### config.mk
export PLATFORM = sky130hd
export DESIGN_NAME = hex_sseg_monitor_flat
export DESIGN_NICKNAME = d
export VERILOG_FILES = /design/src/rtl/hex_sseg_monitor_if.sv /design/src/rtl/hex_sseg_monitor.sv /design/src/flat_wrapper.sv
export SDC_FILE = /design/constraint.sdc
export NUM_CORES = 1
export LEC_CHECK = 0
export BUFFER_PORTS_ARGS = -buffer_cell sky130_fd_sc_hd__buf_2
export CORE_MARGIN = 4
export CORE_UTILIZATION = 40
export CTS_CLUSTER_DIAMETER = 30
export DETAILED_ROUTE_END_ITERATION = 12
export PLACE_DENSITY = 0.71
export SLEW_MARGIN = 20
export SYNTH_ARGS = -nofsm -noshare
export SYNTH_HDL_FRONTEND = slang
export SYNTH_SLANG_ARGS = --single-unit
### constraint.sdc
create_clock -name clk -period 2.2 [get_ports clk]
set_input_delay 0.22 -clock clk [delete_from_list [all_inputs] [get_ports clk]]
set_output_delay 0.22 -clock clk [all_outputs]
set_load 0.02 [all_outputs]
### src/rtl/hex_sseg_monitor_if.sv
// rtl/hex_sseg_monitor_if.sv - bus bundle between a 4-digit seven-segment driver and its monitor

interface hex_sseg_monitor_if;

  // Observed multiplexed display bus (active-low enables and segments)
  logic [3:0] an;
  logic [7:0] sseg;

  // Error clear request
  logic       clr_err;

  // Decoded display state
  logic [3:0] hex0;
  logic [3:0] hex1;
  logic [3:0] hex2;
  logic [3:0] hex3;
  logic [3:0] dp_out;
  logic [3:0] seg_err;
  logic       frame_tick;
  logic       blank;

  // Side that drives the display bus and consumes the decoded state
  modport master (
    output an,
    output sseg,
    output clr_err,
    input  hex0,
    input  hex1,
    input  hex2,
    input  hex3,
    input  dp_out,
    input  seg_err,
    input  frame_tick,
    input  blank
  );

  // Monitor side
  modport slave (
    input  an,
    input  sseg,
    input  clr_err,
    output hex0,
    output hex1,
    output hex2,
    output hex3,
    output dp_out,
    output seg_err,
    output frame_tick,
    output blank
  );

endinterface

### src/rtl/hex_sseg_monitor.sv
// rtl/hex_sseg_monitor.sv - recovers hex digits from a multiplexed seven-segment display bus

module hex_sseg_monitor #(
  parameter int unsigned STABLE = 16
) (
  input logic                 clk,
  input logic                 reset,
  hex_sseg_monitor_if.slave   mon
);

  // Counter is 8 bits wide so any STABLE up to 255 fits without wrapping
  localparam logic [7:0] STABLE_C = 8'(STABLE);

  typedef enum logic [1:0] {
    IDLE   = 2'd0,
    COUNT  = 2'd1,
    LOCKED = 2'd2
  } state_t;

  // Sample stage: every decision below works on these registered copies
  logic [3:0] s_an;
  logic [7:0] s_seg;

  // Reference sample the current stability run is measured against
  logic [3:0] ref_an;
  logic [7:0] ref_seg;

  state_t     state;
  state_t     state_next;
  logic [7:0] cnt;
  logic [7:0] cnt_next;
  logic       load_ref;
  logic       accept;

  logic       valid;
  logic       same;
  logic [3:0] dig_sel;

  logic       dec_ok;
  logic [3:0] dec_hex;

  logic [3:0] hex_q [4];
  logic [3:0] dp_q;
  logic [3:0] err_q;
  logic [3:0] seen;
  logic [3:0] seen_next;
  logic [3:0] err_set;
  logic       tick_q;

  // Glyph table, segments a..g on bits 6..0, 0 = lit; returns {match, value}
  function automatic logic [4:0] decode(input logic [6:0] p);
    case (p)
      7'b0000001: decode = {1'b1, 4'h0};
      7'b1001111: decode = {1'b1, 4'h1};
      7'b0010010: decode = {1'b1, 4'h2};
      7'b0000110: decode = {1'b1, 4'h3};
      7'b1001100: decode = {1'b1, 4'h4};
      7'b0100100: decode = {1'b1, 4'h5};
      7'b0100000: decode = {1'b1, 4'h6};
      7'b0001111: decode = {1'b1, 4'h7};
      7'b0000000: decode = {1'b1, 4'h8};
      7'b0000100: decode = {1'b1, 4'h9};
      7'b0001000: decode = {1'b1, 4'hA};
      7'b1100000: decode = {1'b1, 4'hB};
      7'b0110001: decode = {1'b1, 4'hC};
      7'b1000010: decode = {1'b1, 4'hD};
      7'b0110000: decode = {1'b1, 4'hE};
      7'b0111000: decode = {1'b1, 4'hF};
      default:    decode = {1'b0, 4'h0};
    endcase
  endfunction

  // Register the raw display bus once; idle value is "nothing enabled, nothing lit"
  always_ff @(posedge clk or posedge reset) begin
    if (reset) begin
      s_an  <= 4'b1111;
      s_seg <= 8'hFF;
    end else begin
      s_an  <= mon.an;
      s_seg <= mon.sseg;
    end
  end

  // Sample qualification: exactly one enable low, and identity with the reference
  always_comb begin
    dig_sel = ~s_an;
    valid   = (dig_sel != 4'b0000) && ((dig_sel & (dig_sel - 4'd1)) == 4'b0000);
    same    = (s_an == ref_an) && (s_seg == ref_seg);
    {dec_ok, dec_hex} = decode(s_seg[6:0]);
  end

  // FSM state register
  always_ff @(posedge clk or posedge reset) begin
    if (reset) begin
      state <= IDLE;
    end else begin
      state <= state_next;
    end
  end

  // FSM next state, stability counter update and acceptance strobe
  always_comb begin
    state_next = state;
    cnt_next   = cnt;
    load_ref   = 1'b0;
    accept     = 1'b0;
    case (state)
      IDLE: begin
        if (valid) begin
          cnt_next   = 8'd1;
          load_ref   = 1'b1;
          state_next = COUNT;
        end else begin
          cnt_next   = 8'd0;
        end
      end
      COUNT: begin
        if (!valid) begin
          cnt_next   = 8'd0;
          state_next = IDLE;
        end else if (same) begin
          // The edge that brings the count to STABLE is also the acceptance edge
          if (cnt >= STABLE_C - 8'd1) begin
            cnt_next   = STABLE_C;
            accept     = 1'b1;
            state_next = LOCKED;
          end else begin
            cnt_next   = cnt + 8'd1;
          end
        end else begin
          cnt_next   = 8'd1;
          load_ref   = 1'b1;
        end
      end
      LOCKED: begin
        if (!valid) begin
          cnt_next   = 8'd0;
          state_next = IDLE;
        end else if (!same) begin
          cnt_next   = 8'd1;
          load_ref   = 1'b1;
          state_next = COUNT;
        end
        // An unchanged sample keeps the saturated count and is not re-accepted
      end
      default: begin
        cnt_next   = 8'd0;
        state_next = IDLE;
      end
    endcase
  end

  // Stability counter and reference sample
  always_ff @(posedge clk or posedge reset) begin
    if (reset) begin
      cnt     <= 8'd0;
      ref_an  <= 4'b1111;
      ref_seg <= 8'hFF;
    end else begin
      cnt <= cnt_next;
      if (load_ref) begin
        ref_an  <= s_an;
        ref_seg <= s_seg;
      end
    end
  end

  // Error bits raised by this cycle's acceptance, and the frame mask including it
  always_comb begin
    err_set   = (accept && !dec_ok) ? dig_sel : 4'b0000;
    seen_next = seen | (accept ? dig_sel : 4'b0000);
  end

  // Per-digit value and decimal point capture on acceptance
  always_ff @(posedge clk or posedge reset) begin
    if (reset) begin
      for (int i = 0; i < 4; i++) begin
        hex_q[i] <= 4'h0;
      end
      dp_q <= 4'b0000;
    end else if (accept) begin
      for (int i = 0; i < 4; i++) begin
        if (dig_sel[i]) begin
          dp_q[i] <= ~s_seg[7];
          // An unknown glyph leaves the last good value in place
          if (dec_ok) begin
            hex_q[i] <= dec_hex;
          end
        end
      end
    end
  end

  // Sticky glyph errors; a new error in the clearing cycle survives the clear
  always_ff @(posedge clk or posedge reset) begin
    if (reset) begin
      err_q <= 4'b0000;
    end else begin
      err_q <= (mon.clr_err ? 4'b0000 : err_q) | err_set;
    end
  end

  // Frame tracking: pulse once every digit has been accepted, then start over
  always_ff @(posedge clk or posedge reset) begin
    if (reset) begin
      seen   <= 4'b0000;
      tick_q <= 1'b0;
    end else begin
      tick_q <= (seen_next == 4'b1111);
      seen   <= (seen_next == 4'b1111) ? 4'b0000 : seen_next;
    end
  end

  assign mon.hex0       = hex_q[0];
  assign mon.hex1       = hex_q[1];
  assign mon.hex2       = hex_q[2];
  assign mon.hex3       = hex_q[3];
  assign mon.dp_out     = dp_q;
  assign mon.seg_err    = err_q;
  assign mon.frame_tick = tick_q;
  assign mon.blank      = (s_an == 4'b1111);

endmodule

### src/flat_wrapper.sv
// flat-port wrapper written by rule: the top's interface ports become plain ports
module hex_sseg_monitor_flat 
#(
  parameter int unsigned STABLE = 16
)
  (clk, reset, mon_an, mon_sseg, mon_clr_err, mon_hex0, mon_hex1, mon_hex2, mon_hex3, mon_dp_out, mon_seg_err, mon_frame_tick, mon_blank);
  hex_sseg_monitor_if mon_i ();
  input logic clk;
  input logic reset;
  input wire logic [$bits(mon_i.an)-1:0] mon_an;
  input wire logic [$bits(mon_i.sseg)-1:0] mon_sseg;
  input wire logic [$bits(mon_i.clr_err)-1:0] mon_clr_err;
  output wire logic [$bits(mon_i.hex0)-1:0] mon_hex0;
  output wire logic [$bits(mon_i.hex1)-1:0] mon_hex1;
  output wire logic [$bits(mon_i.hex2)-1:0] mon_hex2;
  output wire logic [$bits(mon_i.hex3)-1:0] mon_hex3;
  output wire logic [$bits(mon_i.dp_out)-1:0] mon_dp_out;
  output wire logic [$bits(mon_i.seg_err)-1:0] mon_seg_err;
  output wire logic [$bits(mon_i.frame_tick)-1:0] mon_frame_tick;
  output wire logic [$bits(mon_i.blank)-1:0] mon_blank;
  assign mon_i.an = mon_an;
  assign mon_i.sseg = mon_sseg;
  assign mon_i.clr_err = mon_clr_err;
  assign mon_hex0 = mon_i.hex0;
  assign mon_hex1 = mon_i.hex1;
  assign mon_hex2 = mon_i.hex2;
  assign mon_hex3 = mon_i.hex3;
  assign mon_dp_out = mon_i.dp_out;
  assign mon_seg_err = mon_i.seg_err;
  assign mon_frame_tick = mon_i.frame_tick;
  assign mon_blank = mon_i.blank;
  hex_sseg_monitor #(.STABLE(STABLE)) u_core (.clk(clk), .reset(reset), .mon(mon_i));
endmodule
==> impl_metrics.csv <==
group,metric,value,unit
outcome,outcome,"finished, violations left",
outcome,violations,"setup timing",
final_layout,instances_no_fill,502,
critical_path,cp-end-kind,"flop",
floorplan,die_w,97.35,um
yosys,cell_count_after_synthesis,286,
placed_design,place_area,0.003809,mm^2
yosys,synth-seq-area-share,0.5031,
yosys,async_reset_ff_frac,1.000,
timing,final_hold_viol_count,0,
power,worst_ir_drop_vdd,0.4738,mV
power,power_leakage,2.080,nW
clock_tree,clkLatencyLatePin,340,ps
clock_tree,cts.htree.levels,3,
global_routing,maximum_number_of_pins_on_one_net_before_global_route_repair,40,
routing,drtPass1Iterations,4,
timing,fin_ws,-127.7,ps
final_layout,design.final.nets,415,
placed_design,dpl.hpwl,5.088,mm
timing,worstMarginPinSlew,539.9,ps
floorplan,dieArea,0.009476,mm^2
floorplan,core-area,0.007727,mm^2
global_routing,grt_usage,0.1604,
timing,slew-limit-headroom,0.6396,
final_layout,final_common_cell,"sky130_fd_sc_hd__buf_4",
routing,number_of_vias_after_detailed_routing,2554,
global_routing,antenna_found_initial,0,
clock_tree,path_clk_slew,80,ps
critical_path,cp_slowest_cell,"sky130_fd_sc_hd__dfstp_2",
yosys,count_of_flip_flops_with_a_built_in_enable_after_synthesis,0,
yosys,syn_area_per_cell,11.16,um^2
yosys,ys.warnings.count,0,
routing,detail_route.wl_per_cell,14.60,um
power,cellPowerDensity,731.1,mW/mm^2
final_layout,diodes_inserted,0,
clock_tree,cts.sink_count,63,
timing,finalCriticalPeriod,2328,ps
critical_path,cp_common_cell,"sky130_fd_sc_hd__buf_6",
final_layout,stdcell_area,0.004524,mm^2
timing,finalHoldWorstSlack,131.4,ps
final_layout,layout.cells.most_common_list,"sky130_fd_sc_hd__buf_4 (45), sky130_fd_sc_hd__buf_2 (40), sky130_fd_sc_hd__dfrtp_1 (39), sky130_fd_sc_hd__dfstp_2 (24), sky130_fd_sc_hd__inv_1 (17)",
placed_design,numPlacedInstances,458,
timing,fmaxAchievable,429.6,MHz
yosys,synth_cell_type_count,58,
floorplan,ioPinCount,41,
yosys,mappedNetlistArea,0.003193,mm^2
yosys,postSynth.topFlopCell,"sky130_fd_sc_hd__dfrtp_1",
routing,wirelength,7.327,mm
critical_path,cp.arrival,2560,ps
final_layout,syn2layout_area_growth,41.69,%
critical_path,required_time_reported_for_the_critical_path_endpoint,2430,ps
critical_path,worst_setup_path_start_kind,"flop",
routing,remaining_drc_errors,0,
timing,timing.final.setup_violations,27,
final_layout,final_layout_size_suffix_gt1_frac,0.5175,
routing,postRouteAntennaNets,0,
clock_tree,tritoncts.num_buffers,9,
min_path,hold_path_class,"primary input to flop",
timing,final-max-slew-violation-count,0,
yosys,synth-seq-cells,63,
yosys,synth_fp_nets,306,
critical_path,path_class,"flop to flop",
routing,route.detailed.vias_per_inst,5.088,
placed_design,routability_congestion_estimate_from_global_placement,0.8184,
flow_run,timing.max_cap.violations,0,
timing,setup_repair_after_global_routing_missed_its_margin,"yes",
clock_tree,cts_tree,"built",
yosys,netlist.area_leader.share,0.3056,
timing,final.period_utilization,1.058,
routing,detail_route.iter0.violations,133,
critical_path,critPathMaxStageDelay,550,ps
global_routing,via_count_of_the_first_global_routing_pass,2681,
floorplan,floorplan.die.height,97.35,um
yosys,synth.largest_area_cell,"sky130_fd_sc_hd__dfrtp_1",
critical_path,crit_fanout,4,
global_routing,gr-total-overflow,0,
critical_path,cell_breakdown_of_the_critical_path,"buf_6 -> nand4b_1 -> o211ai_2 -> nand2_2 -> buf_6 -> or4_4 -> a21oi_4 -> mux2_4",
floorplan,floorplan.rows,32,
global_routing,grt_pass1_wl,12.47,mm
timing,fin_skew,14.44,ps
final_layout,reg_top3,"u_core.cnt x8, u_core.ref_seg x8, u_core.s_seg x8",
placed_design,buffer_ports.inserted,40,
final_layout,fillers,622,
yosys,post_synth_main_area_contributors,"sky130_fd_sc_hd__dfrtp_1 (31%), sky130_fd_sc_hd__dfstp_2 (20%), sky130_fd_sc_hd__xor2_1 (3.3%)",
clock_tree,cts-root-buf,"sky130_fd_sc_hd__clkbuf_8",
floorplan,initial_utilization,0.4132,
clock_tree,clockBufferDepth,2,
-- worst paths after layout --
kind / start / depth (start not counted) / endpoint / slack (ps)
max: u_core.s_an[0] / 8 / u_core.mon.hex0[2] / -130
min: mon_clr_err / 2 / u_core.mon.seg_err[2] / 130
max reg2reg: u_core.s_an[0] / 8 / u_core.mon.hex0[2] / -130
min reg2reg: u_core.mon.dp_out[0] / 2 / u_core.mon.dp_out[0] / 500
max in group asynchronous: reset / 4 / u_core.s_seg[7] / 1070
min in group asynchronous: reset / 3 / u_core.mon.hex0[3] / 470
-- power breakdown --
part           internal [W]  switching (W)
clock network      0.000674       0.000479
logic              0.000350       0.000315
registers           0.00139       0.000102
-- synthesized netlist by cell type, types with 4 or more instances --
master / count
sky130_fd_sc_hd__mux2_4: 6
sky130_fd_sc_hd__or3_1: 4
sky130_fd_sc_hd__nor2b_1: 6
sky130_fd_sc_hd__or2_2: 4
sky130_fd_sc_hd__a21oi_1: 15
sky130_fd_sc_hd__o21ai_0: 10
sky130_fd_sc_hd__inv_1: 18
sky130_fd_sc_hd__dfrtp_1: 39
sky130_fd_sc_hd__ha_1: 5
sky130_fd_sc_hd__mux2_1: 7
sky130_fd_sc_hd__or4_4: 4
sky130_fd_sc_hd__xor2_1: 12
sky130_fd_sc_hd__mux2i_1: 5
sky130_fd_sc_hd__nand3_1: 6
sky130_fd_sc_hd__nor4_1: 6
sky130_fd_sc_hd__dfstp_2: 24
sky130_fd_sc_hd__nor2_1: 14
sky130_fd_sc_hd__mux2_2: 9
sky130_fd_sc_hd__clkbuf_1: 9
sky130_fd_sc_hd__nor3_1: 4
sky130_fd_sc_hd__nand2_1: 14
sky130_fd_sc_hd__o22ai_1: 7
-- area by class of cell --
class / instances / area (um^2) / area share
Timing Repair Buffer: 112 / 843.3 / 0.1864
Clock buffer: 10 / 137.6 / 0.03042
Clock inverter: 6 / 92.59 / 0.02046
Tap cell: 102 / 127.6 / 0.02821
Inverter: 18 / 67.56 / 0.01493
Sequential cell: 63 / 1607 / 0.3551
Multi-Input combinational cell: 191 / 1649 / 0.3645
-- stage by stage --
step / worst slack [ps] / utilization / total power (W) / setup TNS, ps
after floorplan: -92.56 / - / 0.001892 / -635.5
after global placement: -135.2 / 0.4929 / 0.002052 / -1810
after detailed placement: -200.3 / 0.4929 / 0.002078 / -3215
after CTS: -128.8 / 0.5633 / 0.003302 / -1316
after global routing: -224.8 / 0.5855 / 0.003475 / -6045
final: -127.7 / 0.5855 / 0.003308 / -1495
-- what timing repair did --
item,CTS,global route
hold endpoints to repair,17,0
resized for setup,21,34
hold buffers,13,0
setup buffers,11,8
endpoints found under the setup margin,32,48
pin swaps,7,11
-- cells by family after synthesis --
group | after synthesis | synth area share
flip-flops | 63 | 0.5031
XOR/XNOR | 14 | 0.03840
multiplexers | 27 | 0.1003
buffers and inverters | 32 | 0.04310
AND/OR/NAND/NOR | 86 | 0.1614
AO/OA/AOI/OAI | 59 | 0.1340
adder cells (fa/ha/maj) | 5 | 0.01959
-- per-layer routing --
layer	routed length (um)	global-route usage	vias to the layer above
li1	-	-	1243
met1	3291	0.2014	1240
met2	3610	0.2654	58
met3	292	0.03589	13
met4	132	0.07029	0
met5	0	0	-
-- critical path: cells and delay by family (launching register included) --
| kind | cells | cell delay [ps] |
|---|---|---|
| and+or+nand+nor | 3 | 760 |
| muxes | 1 | 330 |
| DFF | 1 | 550 |
| buffers and inverters | 2 | 230 |
| AOI/OAI and AO/OA | 2 | 360 |
Note: power is estimated with default switching activity, not from simulation.
